[config.mk]
export PLATFORM = sky130hd
export DESIGN_NAME = mountaincar_step_ctrl
export DESIGN_NICKNAME = d
export VERILOG_FILES = /design/src/rtl/mc_pkg.sv /design/src/rtl/mc_fp32_clamp.sv /design/src/rtl/mountaincar_step_ctrl.sv
export SDC_FILE = /design/constraint.sdc
export NUM_CORES = 1
export LEC_CHECK = 0
export CAP_MARGIN = 10
export CORE_MARGIN = 4
export CORE_UTILIZATION = 57
export CTS_CLUSTER_DIAMETER = 30
export CTS_CLUSTER_SIZE = 30
export DETAILED_ROUTE_END_ITERATION = 10
export DONT_BUFFER_PORTS = 1
export GPL_TIMING_DRIVEN = 0
export PLACE_DENSITY = 0.75
export SYNTH_ARGS = -nofsm -noshare
export SYNTH_HDL_FRONTEND = slang
export SYNTH_SLANG_ARGS = --single-unit
[constraint.sdc]
create_clock -name i_clk -period 3.8 [get_ports i_clk]
set_input_delay 0.38 -clock i_clk [delete_from_list [all_inputs] [get_ports i_clk]]
set_output_delay 0.38 -clock i_clk [all_outputs]
set_load 0.03 [all_outputs]
[src/rtl/mc_pkg.sv]
// mc_pkg: shared FP32 constants, action encoding and ordering key for the MountainCar core.
package mc_pkg;
    localparam logic [31:0] VEL_MAX   = 32'h3D8F5C29;
    localparam logic [31:0] VEL_MIN   = 32'hBD8F5C29;
    localparam logic [31:0] POS_MAX   = 32'h3F19999A;
    localparam logic [31:0] POS_MIN   = 32'hBF99999A;
    localparam logic [31:0] GOAL_POS  = 32'h3F000000;
    localparam logic [31:0] RESET_POS = 32'hBF000000;

    typedef enum logic [1:0] {ACT_LEFT = 2'd0, ACT_NONE = 2'd1, ACT_RIGHT = 2'd2} action_t;

    // Monotonic unsigned key for FP32 ordering; -0 is folded onto +0.
    function automatic logic [31:0] fp32_key(input logic [31:0] x);
        return (x == 32'h80000000) ? 32'h80000000 : x[31] ? ~x : (x | 32'h80000000);
    endfunction
endpackage

[src/rtl/mc_fp32_clamp.sv]
// mc_fp32_clamp: combinational FP32 clamp of value into [lo, hi] with bound-hit flags.
module mc_fp32_clamp
    import mc_pkg::*;
(
    input  logic [31:0] value,
    input  logic [31:0] lo,
    input  logic [31:0] hi,
    output logic [31:0] clamped,
    output logic        hit_lo,
    output logic        hit_hi
);
    always_comb begin
        hit_lo  = fp32_key(value) < fp32_key(lo);
        hit_hi  = fp32_key(value) > fp32_key(hi);
        clamped = hit_lo ? lo : hit_hi ? hi : value;
    end
endmodule

[src/rtl/mountaincar_step_ctrl.sv]
// mountaincar_step_ctrl: MountainCar environment-step sequencer driving the velocity unit
// and an external FP32 adder, then applying velocity/position bounds, wall and goal rules.
module mountaincar_step_ctrl
    import mc_pkg::*;
#(
    parameter int VEL_WL  = 32,
    parameter int POS_WL  = 32,
    parameter int ACT_WL  = 2,
    parameter int TIMEOUT = 256
) (
    input  logic              i_clk,
    input  logic              i_rst_n,
    input  logic              i_init_valid,
    input  logic [POS_WL-1:0] i_init_pos,
    input  logic              i_act_valid,
    output logic              o_act_ready,
    input  logic [ACT_WL-1:0] i_act,
    output logic              o_cv_ena,
    output logic [VEL_WL-1:0] o_cv_vel,
    output logic [POS_WL-1:0] o_cv_pos,
    output logic [ACT_WL-1:0] o_cv_act,
    input  logic              i_cv_valid,
    input  logic [VEL_WL-1:0] i_cv_vel,
    output logic              o_add_ena,
    output logic [POS_WL-1:0] o_add_a,
    output logic [VEL_WL-1:0] o_add_b,
    input  logic              i_add_valid,
    input  logic [POS_WL-1:0] i_add_sum,
    output logic              o_step_valid,
    output logic [POS_WL-1:0] o_pos,
    output logic [VEL_WL-1:0] o_vel,
    output logic              o_done,
    output logic              o_err
);
    localparam int CW = $clog2(TIMEOUT + 1);

    typedef enum logic [2:0] {IDLE, CV_WAIT, VEL_CLIP, ADD_WAIT, POS_CLIP, OUT} state_t;

    state_t            state;
    logic [CW-1:0]     cnt;
    logic [VEL_WL-1:0] vel_raw, vel_clip;
    logic [POS_WL-1:0] sum_raw, pos_clip;
    logic              vel_lo, vel_hi, pos_lo, pos_hi;
    logic              vel_neg, at_wall, goal;

    mc_fp32_clamp u_vel_clamp (
        .value(vel_raw), .lo(VEL_MIN), .hi(VEL_MAX),
        .clamped(vel_clip), .hit_lo(vel_lo), .hit_hi(vel_hi)
    );

    mc_fp32_clamp u_pos_clamp (
        .value(sum_raw), .lo(POS_MIN), .hi(POS_MAX),
        .clamped(pos_clip), .hit_lo(pos_lo), .hit_hi(pos_hi)
    );

    // A negative zero velocity is not "moving left", so it survives the wall rule.
    always_comb begin
        vel_neg = vel_lo || (!vel_hi && vel_clip[VEL_WL-1] && |vel_clip[VEL_WL-2:0]);
        at_wall = pos_lo || pos_clip == POS_MIN;
        goal    = pos_hi || fp32_key(pos_clip) >= fp32_key(GOAL_POS);
    end

    assign o_act_ready = i_rst_n && !i_init_valid && state == IDLE;

    always_ff @(posedge i_clk or negedge i_rst_n) begin
        if (!i_rst_n) begin
            state        <= IDLE;
            cnt          <= '0;
            vel_raw      <= '0;
            sum_raw      <= '0;
            o_cv_ena     <= 1'b0;
            o_cv_vel     <= '0;
            o_cv_pos     <= '0;
            o_cv_act     <= '0;
            o_add_ena    <= 1'b0;
            o_add_a      <= '0;
            o_add_b      <= '0;
            o_step_valid <= 1'b0;
            o_pos        <= RESET_POS;
            o_vel        <= '0;
            o_done       <= 1'b0;
            o_err        <= 1'b0;
        end else if (i_init_valid) begin
            state        <= IDLE;
            o_cv_ena     <= 1'b0;
            o_add_ena    <= 1'b0;
            o_step_valid <= 1'b0;
            o_pos        <= i_init_pos;
            o_vel        <= '0;
            o_done       <= 1'b0;
            o_err        <= 1'b0;
        end else begin
            o_step_valid <= 1'b0;
            case (state)
                IDLE: if (i_act_valid) begin
                    state    <= CV_WAIT;
                    cnt      <= '0;
                    o_cv_ena <= 1'b1;
                    o_cv_vel <= o_vel;
                    o_cv_pos <= o_pos;
                    o_cv_act <= (i_act > ACT_WL'(ACT_RIGHT)) ? ACT_WL'(ACT_NONE) : i_act;
                end
                CV_WAIT: if (i_cv_valid) begin
                    vel_raw  <= i_cv_vel;
                    o_cv_ena <= 1'b0;
                    state    <= VEL_CLIP;
                end else if (cnt == CW'(TIMEOUT - 1)) begin
                    o_err    <= 1'b1;
                    o_cv_ena <= 1'b0;
                    state    <= IDLE;
                end else begin
                    cnt <= cnt + 1'b1;
                end
                VEL_CLIP: begin
                    o_add_ena <= 1'b1;
                    o_add_a   <= o_pos;
                    o_add_b   <= vel_clip;
                    cnt       <= '0;
                    state     <= ADD_WAIT;
                end
                ADD_WAIT: if (i_add_valid) begin
                    sum_raw   <= i_add_sum;
                    o_add_ena <= 1'b0;
                    state     <= POS_CLIP;
                end else if (cnt == CW'(TIMEOUT - 1)) begin
                    o_err     <= 1'b1;
                    o_add_ena <= 1'b0;
                    state     <= IDLE;
                end else begin
                    cnt <= cnt + 1'b1;
                end
                POS_CLIP: begin
                    o_pos        <= pos_clip;
                    o_vel        <= (at_wall && vel_neg) ? '0 : o_add_b;
                    o_done       <= goal;
                    o_step_valid <= 1'b1;
                    state        <= OUT;
                end
                default: state <= IDLE;
            endcase
        end
    end
endmodule
### Yosys cells after proc, flatten, opt, wreduce, memory -nomap -nowiden

Cells that the tools add are included.

| word-level totals | value |
|---|---|
| word-level logic and storage cells | 113 |
| register bits | 275 |
| input port bits | 104 |

| cells by class | value |
|---|---|
| $add $sub $neg | 1 |
| multiplexer cells | 44 |
| bitwise logic cells | 4 |
| equality and inequality tests | 17 |
| reduce and logical (&&, ||, !) cells | 25 |
| magnitude comparators | 6 |

Operators by type and width:

| kind | number |
|---|---|
| 32-bit 2-to-1 mux | 15 |
| 32-bit equality test, second input constant | 4 |
| 32-bit NOT | 3 |
| 32-bit greater-than comparator, second input constant | 2 |
| 32-bit by 31-bit less-than comparator with 1-bit output, second input constant | 2 |
| 9-bit 2-to-1 mux | 4 |
| 9-bit one-hot mux with 4 select lines | 1 |
| 32-bit >= comparator, second input constant | 1 |
| 31-bit OR reduction | 1 |
| 3-bit 2-to-1 mux | 5 |
| 3-bit one-hot mux with 5 select lines | 1 |
| 3-bit AND reduction | 5 |
| 1-bit 2-to-1 mux | 14 |
| 9-bit by 1-bit adder with 9-bit output, second input constant | 1 |
| 9-bit by 8-bit equality test with 1-bit output, second input constant | 1 |
| 3-bit != test, second input constant | 3 |
| 3-bit nonzero test | 3 |
| 4-bit != test, second input constant | 2 |
| 3-bit by 2-bit equality test with 1-bit output, second input constant | 2 |
| 2-bit != test, second input constant | 3 |
| 1-bit one-hot mux with 2 select lines | 3 |
| 1-bit logical AND | 5 |
| 5-bit AND reduction | 1 |
| 2-bit AND reduction | 2 |
| other kinds (10) | 13 |

### Depth between registers and ports, before layout

Gate-level depths: netlist of run 1.

| logic depth | value |
|---|---|
| word-level depth | 13 |
| mapped depth | 18 |
| depth with buffers taken out | 15 |

### Cells and area by module

From an unflattened synthesis of run 1, not the netlist that was laid out.

| second synthesis, totals | value |
|---|---|
| cells, all modules | 1861 |
| area, all modules | 19163.4 um^2 |

By module, submodules not included:

| module | instances | area each (um^2) | sequential area each (um^2) | cells an instance |
|---|---|---|---|---|
| mountaincar_step_ctrl | 1 | 11631.2 | 6890.4 | 885 |
| mc_fp32_clamp | 2 | 3766.1 | 0.0 | 488 |

### Worst setup path after synthesis of run 1

Ideal clock, no wire load.

| timing path | value |
|---|---|
| path kind | register to register |
| start | register sum_raw[31] |
| end | register o_vel[10] |
| setup slack | 0.076 ns |
| arrival time | 3.605 ns |
| required time | 3.681 ns |
| library setup time | 0.119 ns |
| buffers on the path | 4 |
| cell stages (with the launch flop) | 19 |
| cells stage by stage | dfrtp_1 buf_2 buf_2 nand2_1 or3_1 a32o_1 a211oi_1 o21a_1 buf_2 nor2_1 nand2_1 ha_1 nand4_1 nor4_1 or2b_1 a2111o_1 a32oi_4 buf_6 o21ai_2 |

| between the ends | value |
|---|---|
| longest elaborated chain between the ends | 12 |

Ends and longest elaborated chain:

| what | RTL line | source |
|---|---|---|
| start, declared | mountaincar_step_ctrl.sv:42 | `logic [POS_WL-1:0] sum_raw, pos_clip;` |
| start signal, assigned | mountaincar_step_ctrl.sv:122 | `sum_raw <= i_add_sum;` |
| branches (longest 7 deep; another with 32-bit greater-than comparator) | -- |  |
| 1-bit logical OR * | mountaincar_step_ctrl.sv:59 | `at_wall = pos_lo \|\| pos_clip == POS_MIN;` |
| 1-bit logical AND * | mountaincar_step_ctrl.sv:134 | `o_vel <= (at_wall && vel_neg) ? '0 : o_add_b;` |
| 32-bit 2-to-1 mux * | mountaincar_step_ctrl.sv:134 |  |
| 32-bit 2-to-1 mux * | mountaincar_step_ctrl.sv:94 | `case (state)` |
| 32-bit 2-to-1 mux * | mountaincar_step_ctrl.sv:83 | `end else if (i_init_valid) begin` |
| end signal, assigned | mountaincar_step_ctrl.sv:134 |  |
| end, declared | mountaincar_step_ctrl.sv:31 | `output logic [VEL_WL-1:0] o_vel,` |

Mark *: on every way between the ends. The select of a mux whose other input is x is not followed.
A chain may end at the register's enable or synchronous reset.

### Worst setup path in the final report of run 1

| timing path | value |
|---|---|
| start | register sum_raw[27] |
| end | register o_vel[14] |

Same word-level chain as after synthesis.

==> metrics list, run 1 <==
- TritonCTS built the clock tree.
* Type of origin of the critical path: register
- Outcome: finished, violations left
- At the end of the flow, the number of nets in the layout was 1452.
- Final total power: 0.0123 W
- Setup repair after global routing could not meet its margin everywhere.
* Setup TNS: -3.11 ns
- Core Footprint: 0.0212 mm2
- In this run, synthesis inferred 0 flip-flops with an integrated enable.
- The via count of the first global-routing pass was 10300.
- Cells traversed along the worst timing path: nand4_1, or3_1, a32o_2, a211oi_2, o21a_1, buf_6, nor2_4, nand2_1, ha_2, nand4_1, nor4_2, or2b_1, a2111o_1, a32oi_4, buf_12, buf_12, o21ai_2
- Reg-to-reg setup timing slack: -0.12 ns
* Buffer levels on the longest clock path: 3
- Counting the buffers created by CTS gives 50.
* Worst-Margin Slew: 0.867 ns
- Counting both buffers and inverters, the worst setup path holds a total of 3.
- Total wirelength of the detailed-routed design: 39400 um
- The first detailed-routing pass took 6 iterations.
* Syn_nets: 1275
- Final hold violations: 273
- The number of different library cells used by synthesis comes to 68.
- After clock tree synthesis, the flow added hold-fix buffers numbering 93.
- Root buf cell: clkbuf_16
- First-pass GRT wire length: 59000 um
* Synthesized netlist cell count: 1166
- Port buffering added 0 buffers.
- Antenna violations before repair: 2
* Mean cell area of the mapped netlist: 10.6 um2
- Entering global routing, the biggest net connects 277 pins.
- Data on the critical path is required at its endpoint by 4.23 ns.
- Of all nets on the critical path, the largest fanout is 7.
- Residual DRC count: 0
* Power density over the cells: 776 mW/mm2
- Hold Path Class: in -> async
* Routed via count: 10500
- Across all hold checks on the routed design, the worst slack comes to -0.436 ns.
- For this run, the number of Yosys warnings is 0.
* Peak per-stage delay on the critical path: 0.45 ns
- Final critical-path share of the clock period: 103%
- Between clock sinks in the finished design, the worst skew comes to 0.0247 ns.
- The number of cells on the worst reg-to-reg path is 17.
* Detailed router's first-iteration violation count: 1215
- The final reports fail on hold timing, setup timing.
- Worst Path Arrival: 4.35 ns
- Finish-stage setup viols: 32
* Worst flop-to-flop path endpoint: o_vel[14]$_DFFE_PN0P_
- Standard-cell rows: 53
- Async SR Flop Fraction: 100%
- Clock-pin slew of the registers on the worst-case setup and hold paths: 0.05 ns
- Area growth from synthesis to layout: 28.8%
- Across all setup checks in the final design, the least slack found is -0.119 ns.
* HPWL after DPL: 26400 um
- Across the run, the number of max-cap violations was 0.
- Summed over all cells, the static leakage comes to 7.05 nW.
- Die area: 0.0241 mm2
- Max_slew headroom: 42.2%
- Startpoint of the worst register-to-register path: sum_raw[27]$_DFFE_PN0P_
- Total global routing track utilization: 31.2%
- Final estimated routing congestion in global placement: 0.961
* Final Max Slew Viols: 0
- STA classifies the critical path endpoint as a register.
- Chip height: 155 um
* Max frequency: 0.255 GHz
- Main flop type after synthesis: dfrtp_1
* Summed instance area of the synthesized netlist: 0.0123 mm2
- During I/O placement, the number of pins put on the boundary was 304.
* Slowest-stage cell, CP: dfrtp_1
- Final Critical Period: 3.92 ns
- ANT nets after route: 0
- Using the TritonRoute via totals, the vias-per-cell ratio works out to 6.34.
- The critical path is of the reg -> reg type.
* Largest delay contributor family on the critical path: compound AO/OA/AOI/OAI gates
* Register area share after synthesis: 55.9%
- Die X-Extent: 155 um
- Share of cells above drive strength 1: 22.6%
- Avg WL per Cell: 23.7 um
- Seq cells post-synth: 275
- H-tree levels: 2
- The clock drives 275 sinks.
- At the later pin of the worst-skew pair, clock insertion delay measures 0.55 ns.
- The worst-case IR drop observed on VDD is 529 uV.
- Leftover overflow at the end of global routing: 0
- The initial utilization of the core area, before any placement, comes to 58.3%.
logic make-up after synthesis:
family                     Yosys count  synth area share [%]
buffers and inverters              103                  3.51
adders and majority gates            5                 0.507
AOI/OAI and AO/OA                  222                  13.5
muxes                              114                  10.4
DFF                                275                  55.9
and+or+nand+nor                    447                  16.2
stage by stage:
stage	area, um2	util [%]	setup slack (ns)	std cells
2_1_floorplan	12300	-	0.0764	1166
3_3_place_gp	12700	59.9	-0.528	1441
3_5_place_dp	12700	59.9	-0.588	1441
4_1_cts	15500	73.4	-0.00864	1631
5_1_grt	15900	75.1	-0.283	1661
6_report	15900	75.1	-0.119	1661
worst reg2reg max path: cells and delay by family, from the launching register on:
| kind | cells | cell delay (ns) |
|---|---|---|
| buf+inv | 3 | 0.47 |
| simple gates | 7 | 1.25 |
| flops | 1 | 0.45 |
| compound gates | 6 | 1.45 |
| fa+ha+maj | 1 | 0.19 |
cells in the mapped netlist, types with 7 or more instances:
cell	number	area (um2)
o31a_1	12	105
and3_1	11	68.8
nor3_1	10	50.1
clkbuf_1	54	203
buf_1	10	37.5
buf_2	13	65.1
mux2_2	112	1260
a21oi_1	16	80.1
dfstp_2	7	184
nor4_1	25	156
o32a_1	17	170
nand4_1	13	81.3
inv_1	22	82.6
o21ai_0	39	195
o31ai_1	41	308
dfrtp_1	268	6710
o21ai_2	31	272
nand2_1	274	1030
nor2_1	52	195
nand3_1	19	95.1
or3_1	7	43.8
o21ai_1	12	60.1
state kept, by name, summed over array words and instances, names as in the netlist:
| register | count |
|---|---|
| o_add_ena | 1 |
| o_err | 1 |
| o_step_valid | 1 |
| cnt | 9 |
| sum_raw | 32 |
| o_cv_vel | 32 |
| o_vel | 32 |
| o_cv_ena | 1 |
| o_add_b | 32 |
| state | 3 |
| o_pos | 32 |
| o_add_a | 32 |
| o_done | 1 |
| o_cv_pos | 32 |
| o_cv_act | 2 |
| vel_raw | 32 |
worst max-delay path by stage:
stage	startpoint	endpoint	depth (start not counted)
detailed placement	sum_raw[31]$_DFFE_PN0P_	o_vel[17]$_DFFE_PN0P_	18
finish	sum_raw[27]$_DFFE_PN0P_	o_vel[14]$_DFFE_PN0P_	17
global route	sum_raw[27]$_DFFE_PN0P_	o_vel[14]$_DFFE_PN0P_	17
floorplan	sum_raw[31]$_DFFE_PN0P_	o_vel[10]$_DFFE_PN0P_	18
global placement	sum_raw[31]$_DFFE_PN0P_	o_vel[17]$_DFFE_PN0P_	18
CTS	sum_raw[31]$_DFFE_PN0P_	o_vel[29]$_DFFE_PN0P_	19
power breakdown:
group / internal (W) / switching [W] / leakage (nW)
Sequential: 0.00356 / 0.00171 / 3.50
Clock: 0.00322 / 0.00153 / 0.881
Combinational: 0.00108 / 0.00124 / 2.66
cell usage in the layout (no fill, tap or decap), types with 5 or more instances in the layout:
cell type,count
nand2_1,273
dfrtp_1,265
mux2_2,112
dlygate4sd3_1,93
clkbuf_1,59
clkbuf_16,53
nor2_1,51
o31ai_1,41
o21ai_0,39
o21ai_2,29
buf_4,29
nor4_1,23
inv_1,22
nand3_1,19
o32a_1,17
a21oi_1,16
nand4_1,13
o31a_1,12
and3_1,11
buf_1,10
o21ai_1,10
bufinv_16,10
nor3_1,9
clkinv_2,9
buf_2,8
or3_1,7
dfstp_2,7
o21a_1,6
or4_1,6
nand2b_1,6
buf_6,5
clkinvlp_4,5
per-layer routing:
metal / GRT usage (%) / wire, um / up-vias
met5: 0 / 0 / -
met4: 11.5 / 1570 / 0
met3: 9.26 / 4430 / 131
met2: 47.8 / 18000 / 705
met1: 42.7 / 15400 / 5175
li1: - / - / 4517
timing repair:
item | CTS | global route
setup endpoints to repair | 32 | 32
cloned | 0 | 2
buffers inserted | 5 | 25
pin swaps | 5 | 34
endpoints found under the hold margin | 368 | 275
gates resized for setup | 14 | 25
cell type report:
| cell class | count | area (um2) |
|---|---|---|
| tap | 275 | 344 |
| timing repair buffer | 125 | 1220 |
| clock buffer | 60 | 1350 |
| buffer | 81 | 412 |
| fill | 1358 | 5270 |
| antenna | 3 | 7.51 |
| inverter | 22 | 82.6 |
| multi-input combinational | 788 | 5110 |
| sequential | 275 | 6890 |
| clock inverter | 32 | 464 |
No activity file was read; power rests on OpenSTA's default activity.
==> run 2, diff against run 1 <==
Settings changed: SLEW_MARGIN set to 20, TNS_END_PERCENT set to 10.
==> metrics list, run 2 (synthesis gave the netlist of run 1 again) <==
- The die outline area was 0.0241 mm2 (unchanged).
- Number of search-and-repair iterations in the first detailed-routing pass: 5 (-1)
- H-tree levels: 2 (unchanged)
* Kind of end point of the critical path: register
- RSZ-0062 raised after global routing: yes
- The worst register-to-register path begins at sum_raw[27]$_DFFE_PN0P_.
- Leftover overflow at the end of global routing: 0 (unchanged)
- Worst Path Arrival: 4.35 ns (about the same)
* Most common cell after layout, fill and taps aside: nand2_1
- The total global routing track utilization was 31.2% (unchanged).
* Final setup skew: 0.0209 ns (-0.00384 ns)
- The pin count of the biggest net entering global routing came to 277 (unchanged).
* Highest-count cells in the layout ignoring fill and taps: nand2_1 (273), dfrtp_1 (265), mux2_2 (112)
* Cell mode on critical path: nand4_1
* Sinks on Clock Net: 275 (unchanged)
* Clock Latency Late Sink: 0.55 ns (about the same)
- Leak pwr: 7.03 nW (-0.24%)
- Worst flop-to-flop path endpoint: o_vel[15]$_DFFE_PN0P_
- Area growth from synthesis to layout: 28.3%
* Avg WL per Cell: 23.7 um (-0.20%)
* Finish-stage setup viols: 31 (-3.1%)
* Vias in the first global route: 10300 (unchanged)
- Quantity of hold-fixing buffers added after cts: 93 (unchanged)
* Antenna violations before repair: 2 (unchanged)
- Minimum setup slack after placement: -0.588 ns (unchanged)
* Clock tree from TritonCTS: done
* Share of cells above drive strength 1: 22.4% (-0.26 points)
* Peak per-stage delay on the critical path: 0.46 ns (about the same)
- Final Critical Period: 3.92 ns (-0.00263 ns)
* Max Fanout on Critical Path: 7 (unchanged)
- The number of max-slew violations in the final report came to 0 (unchanged).
- Final hold violations: 275 (+0.73%)
- The worst setup path is launched from a register.
* IO Pins: 304 (unchanged)
* Final critical-path share of the clock period: 103% (about the same)
- The sum of net half-perimeters after detailed placement was 26400 um (unchanged).
- On the critical path, the stage with the largest delay is an instance of dfrtp_1.
- Power density over the cells: 777 mW/mm2 (about the same)
- The critical path data required time is 4.24 ns (about the same).
* Outcome: finished, violations left
- The number of cells traversed by the worst register-to-register path was 17 (unchanged).
- Standard-cell rows: 53 (unchanged)
- The hold slack was -0.439 ns (-0.00331 ns).
- The y dimension of the die was 155 um (unchanged).
* Buffer levels on the longest clock path: 3 (unchanged)
- Area of combinational cells with multiple inputs: 0.00507 mm2 (-0.73%)
* Max_slew headroom: 41.0% (-1.2 points)
* Residual DRC count: 0 (unchanged)
- The total core area was 0.0212 mm2 (unchanged).
- The number of antenna-violating nets in the routed design is 0 (unchanged).
- The tightest min-delay check is of the in -> async type.
- The final wirelength is 39300 um (-0.32%).
- Clock-pin slew of the registers on the worst-case setup and hold paths: 0.05 ns (about the same)
- The TritonCTS buffer count was 50 (unchanged).
* Routed via count: 10500 (-0.12%)
- The setup path with the least slack is of type reg -> reg.
- The starting DRC count in detailed routing was 1147 (-5.6%).
* First-pass GRT wire length: 59000 um (unchanged)
- Cells traversed along the worst timing path: nand4_1, or3_1, a32o_2, a211oi_2, o21a_1, buf_6, nor2_4, nand2_1, ha_2, nand4_1, nor4_2, or2b_1, a2111o_1, a32oi_4, buf_12, clkbuf_16, o21ai_2
* Final estimated routing congestion in global placement: 0.961 (unchanged)
- The overall die width was 155 um (unchanged).
- The filler cell count in the final layout came to 1371 (+0.96%).
* Number of nets in the final layout: 1450 (-0.14%)
* Violated checks: hold timing, setup timing
- Register cell area after layout: 0.00689 mm2 (unchanged)
- In this run the clock root is driven by a clkbuf_16.
* Max frequency: 0.255 GHz (about the same)
- The quantity of I/O buffers inserted on ports was 0 (unchanged).
- The highest ir drop seen on vdd was 530 uV (+0.16%).
* Reg-to-reg setup timing slack: -0.12 ns (about the same)
- The number of maximum-capacitance constraint violations is 0 (unchanged).
- Worst-Margin Slew: 0.885 ns (+0.0182 ns)
- The average via count per standard cell came to 6.34 (about the same).
- Least setup slack across all paths after layout: -0.116 ns (+0.00263 ns)
* Final total power: 0.0123 W (-0.24%)
* Initial Util: 58.3% (unchanged)
run 2: cell types whose count changed in the layout (fill, tap and decap cells not counted), sizes merged:
cell / change
buf: -2
run 2: critical path, delay by kind of cell (launching register included):
family / cells / cell delay (ns)
flip-flops: 1 / 0.46
buffers and inverters: 3 / 0.48
AND/OR/NAND/NOR: 7 / 1.24
adder cells (fa/ha/maj): 1 / 0.18
AO/OA/AOI/OAI: 6 / 1.42
run 2: how the worst max path moves through the flow:
stage                                 end                    start
floorplan           o_vel[10]$_DFFE_PN0P_  sum_raw[31]$_DFFE_PN0P_
global placement    o_vel[17]$_DFFE_PN0P_  sum_raw[31]$_DFFE_PN0P_
detailed placement  o_vel[17]$_DFFE_PN0P_  sum_raw[31]$_DFFE_PN0P_
CTS                 o_vel[29]$_DFFE_PN0P_  sum_raw[31]$_DFFE_PN0P_
global route        o_vel[17]$_DFFE_PN0P_  sum_raw[27]$_DFFE_PN0P_
finish              o_vel[15]$_DFFE_PN0P_  sum_raw[27]$_DFFE_PN0P_
run 2: layer usage:
layer / GRT usage, % / vias up / share of wire (%) / wire length [um]
met5: 0 / - / 0 / 0
li1: - / 4503 / - / -
met2: 47.8 / 679 / 45 / 17900
met4: 11.5 / 0 / 4.0 / 1580
met3: 9.26 / 144 / 11 / 4490
met1: 42.7 / 5189 / 39 / 15400
run 2: layout make-up:
class / instances / area share [%]
Antenna cell: 3 / 0.0474
Clock buffer: 60 / 8.53
Multi-Input combinational cell: 788 / 32.0
Tap cell: 275 / 2.17
Buffer: 81 / 2.60
Clock inverter: 32 / 2.93
Inverter: 22 / 0.522
Sequential cell: 275 / 43.6
Timing Repair Buffer: 123 / 7.60
run 2: stage by stage:
stage	cell area, um2	cells	util [%]	hold WS [ns]	setup TNS [ns]
after floorplan	12300	1166	-	0.0844	0
after global placement	12700	1441	59.9	0.0983	-16.29
after detailed placement	12700	1441	59.9	0.0977	-18.04
after CTS	15500	1631	73.4	-0.472	-0.106
after global routing	15800	1659	74.8	-0.456	-8.21
final	15800	1659	74.8	-0.439	-2.83
run 2: power by group:
group | leakage (nW) | switching, W | internal [W]
Clock | 0.881 | 0.00152 | 0.00322
Sequential | 3.50 | 0.00171 | 0.00356
Combinational | 2.65 | 0.00122 | 0.00107
run 2: repair_timing:
item	in CTS	in global routing
hold endpoints to repair	368	275
buffers inserted	5	23
endpoints found under the setup margin	32	32
pin swaps	5	40
gates cloned	0	2
gates resized for setup	14	19
